===== src/rtl/csla_ripple_block.sv =====
// rtl/csla_ripple_block.sv - SIZE-bit ripple-carry adder used as one carry-select block
module csla_ripple_block #(
  parameter int SIZE = 4
) (
  input  logic [SIZE-1:0] a,
  input  logic [SIZE-1:0] b,
  input  logic            cin,
  output logic [SIZE-1:0] sum,
  output logic            cout
);

  logic [SIZE:0] c;

  // Carries are kept in a local chain so each bit is a plain full adder.
  always_comb begin
    c    = '0;
    sum  = '0;
    c[0] = cin;
    for (int k = 0; k < SIZE; k++) begin
      sum[k]  = a[k] ^ b[k] ^ c[k];
      c[k+1]  = (a[k] & b[k]) | (c[k] & (a[k] ^ b[k]));
    end
    cout = c[SIZE];
  end

endmodule


===== src/rtl/carry_select_adder.sv =====
// rtl/carry_select_adder.sv - N-bit carry-select adder with registered sum and carry-out
module carry_select_adder #(
  parameter int N    = 32,
  parameter int SIZE = 4
) (
  input  logic         clk,
  input  logic         rst_n,
  input  logic [N-1:0] a,
  input  logic [N-1:0] b,
  input  logic         cin,
  output logic [N-1:0] sum,
  output logic         cout
);

  localparam int NUM_BLOCKS = (SIZE >= 1) ? (N / SIZE) : 1;

  generate
    if (N < 1 || SIZE < 1 || (N % SIZE) != 0) begin : g_param_check
      $error("carry_select_adder: N must be >= 1 and an integer multiple of SIZE >= 1");
    end
  endgenerate

  logic [N-1:0] sum_comb;

  // Each block exposes its selected carry-out as g_blk[i].co so the next block can pick its sum.
  for (genvar i = 0; i < NUM_BLOCKS; i++) begin : g_blk
    logic co;

    if (i == 0) begin : g_first
      csla_ripple_block #(.SIZE(SIZE)) u_ripple (
        .a    (a[0 +: SIZE]),
        .b    (b[0 +: SIZE]),
        .cin  (cin),
        .sum  (sum_comb[0 +: SIZE]),
        .cout (co)
      );
    end else begin : g_select
      logic [SIZE-1:0] sum0;
      logic [SIZE-1:0] sum1;
      logic            co0;
      logic            co1;
      logic            sel;

      assign sel = g_blk[i-1].co;

      csla_ripple_block #(.SIZE(SIZE)) u_ripple0 (
        .a    (a[i*SIZE +: SIZE]),
        .b    (b[i*SIZE +: SIZE]),
        .cin  (1'b0),
        .sum  (sum0),
        .cout (co0)
      );

      csla_ripple_block #(.SIZE(SIZE)) u_ripple1 (
        .a    (a[i*SIZE +: SIZE]),
        .b    (b[i*SIZE +: SIZE]),
        .cin  (1'b1),
        .sum  (sum1),
        .cout (co1)
      );

      assign sum_comb[i*SIZE +: SIZE] = sel ? sum1 : sum0;
      assign co                        = sel ? co1  : co0;
    end
  end

  always_ff @(posedge clk) begin
    if (!rst_n) begin
      sum  <= '0;
      cout <= 1'b0;
    end else begin
      sum  <= sum_comb;
      cout <= g_blk[NUM_BLOCKS-1].co;
    end
  end

endmodule


===== config.mk =====
export PLATFORM = sky130hd
export DESIGN_NAME = carry_select_adder
export DESIGN_NICKNAME = d
export VERILOG_FILES = /design/src/rtl/csla_ripple_block.sv /design/src/rtl/carry_select_adder.sv
export SDC_FILE = /design/constraint.sdc
export NUM_CORES = 1
export LEC_CHECK = 0
export CORE_ASPECT_RATIO = 1.2
export CORE_UTILIZATION = 48
export DETAILED_ROUTE_END_ITERATION = 8
export GPL_ROUTABILITY_DRIVEN = 0
export GPL_TIMING_DRIVEN = 0
export PLACE_DENSITY = 0.8
export SYNTH_ARGS = -nofsm -noshare
export SYNTH_HDL_FRONTEND = slang
export SYNTH_HIERARCHICAL = 1
export SYNTH_SLANG_ARGS = --single-unit

===== constraint.sdc =====
create_clock -name clk -period 3.8 [get_ports clk]
set_input_delay 0.57 -clock clk [delete_from_list [all_inputs] [get_ports clk]]
set_output_delay 0.57 -clock clk [all_outputs]
set_load 0.02 [all_outputs]

* Yosys cells after proc, flatten, opt, wreduce, memory -nomap -nowiden
Cells that the tools add are included.
Storage, ports and cells: register bits 33, bits of input ports 67, word-level logic and storage cells 232, output and inout port bits 33
Operators by class: bitwise logic cells 216, muxes and demuxes 14
Operators with widths (count):
- $and A1 B1 Y1 | 78
- $xor A1 B1 Y1 | 78
- $or A1 B1 Y1 | 53
- $mux W4 | 7
- $mux W1 | 7
- $not A1 Y1 | 7

* Longest topological paths before layout
depth in word-level cells 16, gate-level depth with buffers 15

* By module
The synthesis kept the hierarchy.
By module, submodules not included:
- csla_ripple_block | area an instance 117.6 µm², instances 15, sequential area each 0.0 µm², cells an instance 14
- carry_select_adder | area an instance 1436.4 µm², instances 1, sequential area each 660.6 µm², cells an instance 148

* Worst setup path after synthesis
No wires, ideal clock.
path kind input to register, from input port a[0], to register cout, stages on the path 15, path slack 0.455 ns, arrival time 3.273 ns, cell sequence fa_1 inv_1 fa_1 inv_1 fa_1 inv_1 fa_1 inv_1 buf_6 mux2_4 a21oi_2 or2_4 nor2_4 a311oi_4 mux2i_1
Between the ends: longest elaborated chain between the ends 16, elaborated cells on any way between the ends 17, those cells by class mux (7); bitwise (10)
Ends and longest elaborated chain:
- start, declared | line carry_select_adder.sv:8 | input logic [N-1:0] a,
- $xor A1 B1 Y1 | line csla_ripple_block.sv:21 | c[k+1] = (a[k] & b[k]) | (c[k] & (a[k] ^ b[k]));
- $and A1 B1 Y1 | line csla_ripple_block.sv:21
- $or A1 B1 Y1 * | line csla_ripple_block.sv:21
- $and A1 B1 Y1 * | line csla_ripple_block.sv:21
- $or A1 B1 Y1 * | line csla_ripple_block.sv:21
- $and A1 B1 Y1 * | line csla_ripple_block.sv:21
- $or A1 B1 Y1 * | line csla_ripple_block.sv:21
- $and A1 B1 Y1 * | line csla_ripple_block.sv:21
- $or A1 B1 Y1 * | line csla_ripple_block.sv:21
- named net g_blk[0].co | line carry_select_adder.sv:27 | logic co;
- $mux W1 * (7 in a row) | line carry_select_adder.sv:63 | assign co = sel ? co1 : co0;
- end signal, assigned | line carry_select_adder.sv:73 | cout <= g_blk[NUM_BLOCKS-1].co;
- end, declared | line carry_select_adder.sv:12 | output logic cout
Mark *: on every way through the listed nets, which the timed path passes. The rest lies on a longest branch. A chain may end at the register's enable or synchronous reset.

* Worst setup path after layout
from input port a[17], to register sum[30]
Between the ends: longest elaborated chain between the ends 11, elaborated cells on any way between the ends 18, those cells by class mux (4); bitwise (14)
Ends and longest elaborated chain:
- $xor A1 B1 Y1 | line csla_ripple_block.sv:21
- $and A1 B1 Y1 | line csla_ripple_block.sv:21
- $or A1 B1 Y1 * | line csla_ripple_block.sv:21
- $and A1 B1 Y1 * | line csla_ripple_block.sv:21
- $or A1 B1 Y1 * | line csla_ripple_block.sv:21
- $and A1 B1 Y1 * | line csla_ripple_block.sv:21
- $or A1 B1 Y1 * | line csla_ripple_block.sv:21
- named net g_blk[4].g_select.co0 | line carry_select_adder.sv:40 | logic co0;
- $mux W1 * (3 in a row) | line carry_select_adder.sv:63
- $mux W4 * | line carry_select_adder.sv:62 | assign sum_comb[i*SIZE +: SIZE] = sel ? sum1 : sum0;
- end signal, assigned | line carry_select_adder.sv:72 | sum <= sum_comb;
- end, declared | line carry_select_adder.sv:11 | output logic [N-1:0] sum,
Marks and branches as above.

==> summary.md <==
| Metric | Value |
|---|---|
| Achievable frequency | `284 MHz` |
| Share of the clock period used by the worst path after layout | `92.8%` |
| Slew at the pin closest to its max-slew limit | `663 ps` |
| Setup WS pre-CTS | `-364 ps` |
| Internal | `0.916 mW` |
| Peak supply drop | `0.180 mV` |
| CTS Root Buffer Type | `clkbuf_8` |
| Switching power share of the total | `35.7%` |
| CTS tree | `built` |
| Number of instances in the synthesized netlist | `358` |
| Warning count from the yosys run | `6` |
| Maximum buffer depth of the clock tree | `2` |
| Share of layout cells above drive strength 1 | `7.82%` |
| Vias in the first global route | `2,681` |
| Outcome | `completed` |
| Share of Yosys cell area claimed by the top area cell type | `37.5%` |
| Count of vias placed by the detailed router | `2,522` |
| Max-slew violation count | `0` |
| IO buf count | `99` |
| Global-route wire length before repair | `11,100 µm` |
| Most repeated library cell on the critical path | `inv_1` |
| Wirelength, routed | `6460 µm` |
| Crit start category | `input pin` |
| Synth unique cells | `26` |
| Crit path max-delay cell type | `clkdlybuf4s50_1` |
| H-tree depth | `2` |
| Detail-routed net length per standard cell | `11.3 µm` |
| Antenna Violating Nets Remaining | `0` |
| Cell accounting for the most synthesized area | `fa_1` |
| Area growth from synthesis to layout | `43.5%` |
| Leading cell types by total area after synthesis | `fa_1 38%, dfxtp_1 21%, inv_1 18%` |
| Number of antenna violations at the first check in global routing | `0` |
| Required time worst endpoint | `4010 ps` |
| Gr ovfl total | `0` |
| Setup violators final | `0` |
| Final worst-path setup slack | `273 ps` |
| Number of hold violations in the final report | `0` |
| Final critical-path required period | `3530 ps` |
| Power density over the cells | `310 mW/mm²` |
| Width of the chip | `76.5 µm` |
| Power share of the clock group | `18.8%` |
| Via density | `4.42` |
| DRC violations left | `0` |
| Unrepaired setup endpoints after global routing | `false` |
| Worst min-delay path endpoint | `sum[0]` |
| Mapped Area | `0.00320 mm²` |
| Leakage power total | `2.49 nW` |
| Clk slew on worst S/H paths | `60 ps` |
| Path class of the lowest-slack min-delay path | `input pin to flip-flop` |
| Cts bufs inserted | `5` |
| Die Footprint | `0.00700 mm²` |
| DR iter-0 viols | `53` |
| Starting density of the core | `49.7%` |
| Max Cap Violations | `0` |
| Origin of the worst min-delay path | `b[0]` |
| Core Box Area | `0.00645 mm²` |
| Number of diodes added for antenna fixing | `0` |
| Height of the chip | `91.5 µm` |
| Net count of the finished layout | `613` |
| Count of pins on the block boundary | `100` |
| Portion of total power attributed to sequential cells | `29.7%` |
| Number of storage elements in the synthesis netlist | `33` |
| Pin count of the biggest net entering global routing | `11` |
| Startpoint-to-endpoint class of the critical path | `input pin to flip-flop` |
| Portion of the post-synthesis area used by sequential elements | `20.6%` |
| Sinks on Clock Net | `33` |
| Cell count of the worst hold path | `3` |
| First-pass detailed-route iteration total | `4` |
| Share of power burned in combinational logic | `51.6%` |
| Worst path cell trace | `clkdlybuf4s50_1, inv_1, fa_1, inv_1, fa_1, inv_1, fa_1, inv_1, or3b_1, a21oi_4, or2_4, nor2_4, a311oi_4, buf_6, mux2i_1` |
| Max stage delay on crit path | `490 ps` |
| Switching power summed over all nets | `0.509 mW` |
| Setup TNS | `0 ps` |
| Arrival time of the worst setup path | `3730 ps` |
| Highest fanout seen on the critical path | `5` |
| Mapped Avg Cell Area | `8.94 µm²` |
| CP Capture Type | `flip-flop` |
| Row count | `32` |
| Placed wire-length estimate after detailed placement | `5570 µm` |
| Combined global-route utilization of all metal layers | `20.3%` |
| Worst relative slew slack | `55.8%` |
[how the worst max path moves through the flow]
stage               startpoint       to  slack (ps)  cells past startpoint
global route             a[17]  sum[30]          60                     15
CTS                       b[0]  sum[18]          50                     15
floorplan                 a[0]     cout         460                     15
finish                   a[17]  sum[30]         270                     15
detailed placement        b[0]  sum[30]        -360                     16
global placement          a[0]  sum[30]        -260                     16
[final cells by class]
cell class	count	area, µm²
sequential	33	661
fill	522	1850
timing repair buffer	109	1110
inverter	153	574
clock buffer	7	86.3
buffer	4	22.5
tap	85	106
multi-input combinational	180	2030
[synthesized netlist by cell type, drive strengths merged]
master,instances
or2,2
a311oi,1
mux2,1
buf,1
mux2i,24
nand3,7
nor3,2
nand2,21
nor2,19
nand3b,4
clkbuf,3
a22oi,1
or3b,2
fa,60
dfxtp,33
a21oi,13
and2,4
inv,153
conb,2
o21ai,5
[critical path, delay by kind of cell]
kind                     cells  cell delay (ps)
buffers and inverters        6              950
multiplexers                 1              180
adder cells (fa/ha/maj)      3              930
AO/OA/AOI/OAI                2              450
AND/OR/NAND/NOR              3              650
[layout by cell type (no fill, tap or decap), drive strengths merged]
master	netlist	final
fa	60	60
nor3	2	2
a311oi	1	1
nor2	19	19
o21ai	5	5
or3b	2	2
conb	2	14
nand3	7	7
dlymetal6s2s	0	11
dfxtp	33	33
inv	153	153
buf	1	11
mux2	1	1
or2	2	2
mux2i	24	24
clkbuf	3	10
nand3b	4	4
nand2	21	21
a21oi	13	13
a22oi	1	1
clkdlybuf4s50	0	88
and2	4	4
[what timing repair did]
action / 4_1_cts / 5_1_grt
endpoints found under the hold margin: 0 / 0
gates resized for setup: 1 / 22
hold buffers: 0 / 0
setup buffers: 1 / 9
setup endpoints to repair: 6 / 13
pin swaps: 1 / 3
[registers in the layout, summed over array words and instances (netlist names)]
name / count
sum: 32
cout: 1
[power by group through the flow]
stage               clock network [mW]  registers (mW)  logic (mW)
global route                     0.294           0.429       0.820
finish                           0.267           0.423       0.734
detailed placement                   0           0.431       0.698
CTS                              0.278           0.423       0.710
global placement                     0           0.430       0.668
floorplan                            0           0.509       0.336
[cells by family (layout without fill, tap and decap cells)]
group	after synthesis	in the layout	synth area share (%)
adders and majority gates	60	60	37.5
DFF	33	33	20.6
other	2	14	0.235
AOI/OAI and AO/OA	20	20	4.77
buffers and inverters	157	273	18.6
and+or+nand+nor	61	61	9.30
muxes	25	25	8.87
[per-stage QoR]
step | hold WS, ps | area (µm²) | instances | power (mW) | utilization, %
after detailed placement | 1330 | 4340 | 554 | 1.13 | 67.4
after CTS | 1040 | 4450 | 562 | 1.41 | 69.0
after floorplan | 719 | 3250 | 370 | 0.845 | -
after global placement | 1310 | 4340 | 554 | 1.10 | 67.4
final | 763 | 4590 | 571 | 1.42 | 71.3
after global routing | 778 | 4590 | 571 | 1.54 | 71.3
[layer usage]
metal / track usage, % / share of wire [%] / wire, µm
met1: 21.6 / 35 / 2290
met4: 5.93 / 1.4 / 92
met2: 40.1 / 59 / 3820
met5: 0 / 0 / 0
met3: 3.32 / 4.1 / 266
No activity file was read; power rests on OpenSTA's default activity.
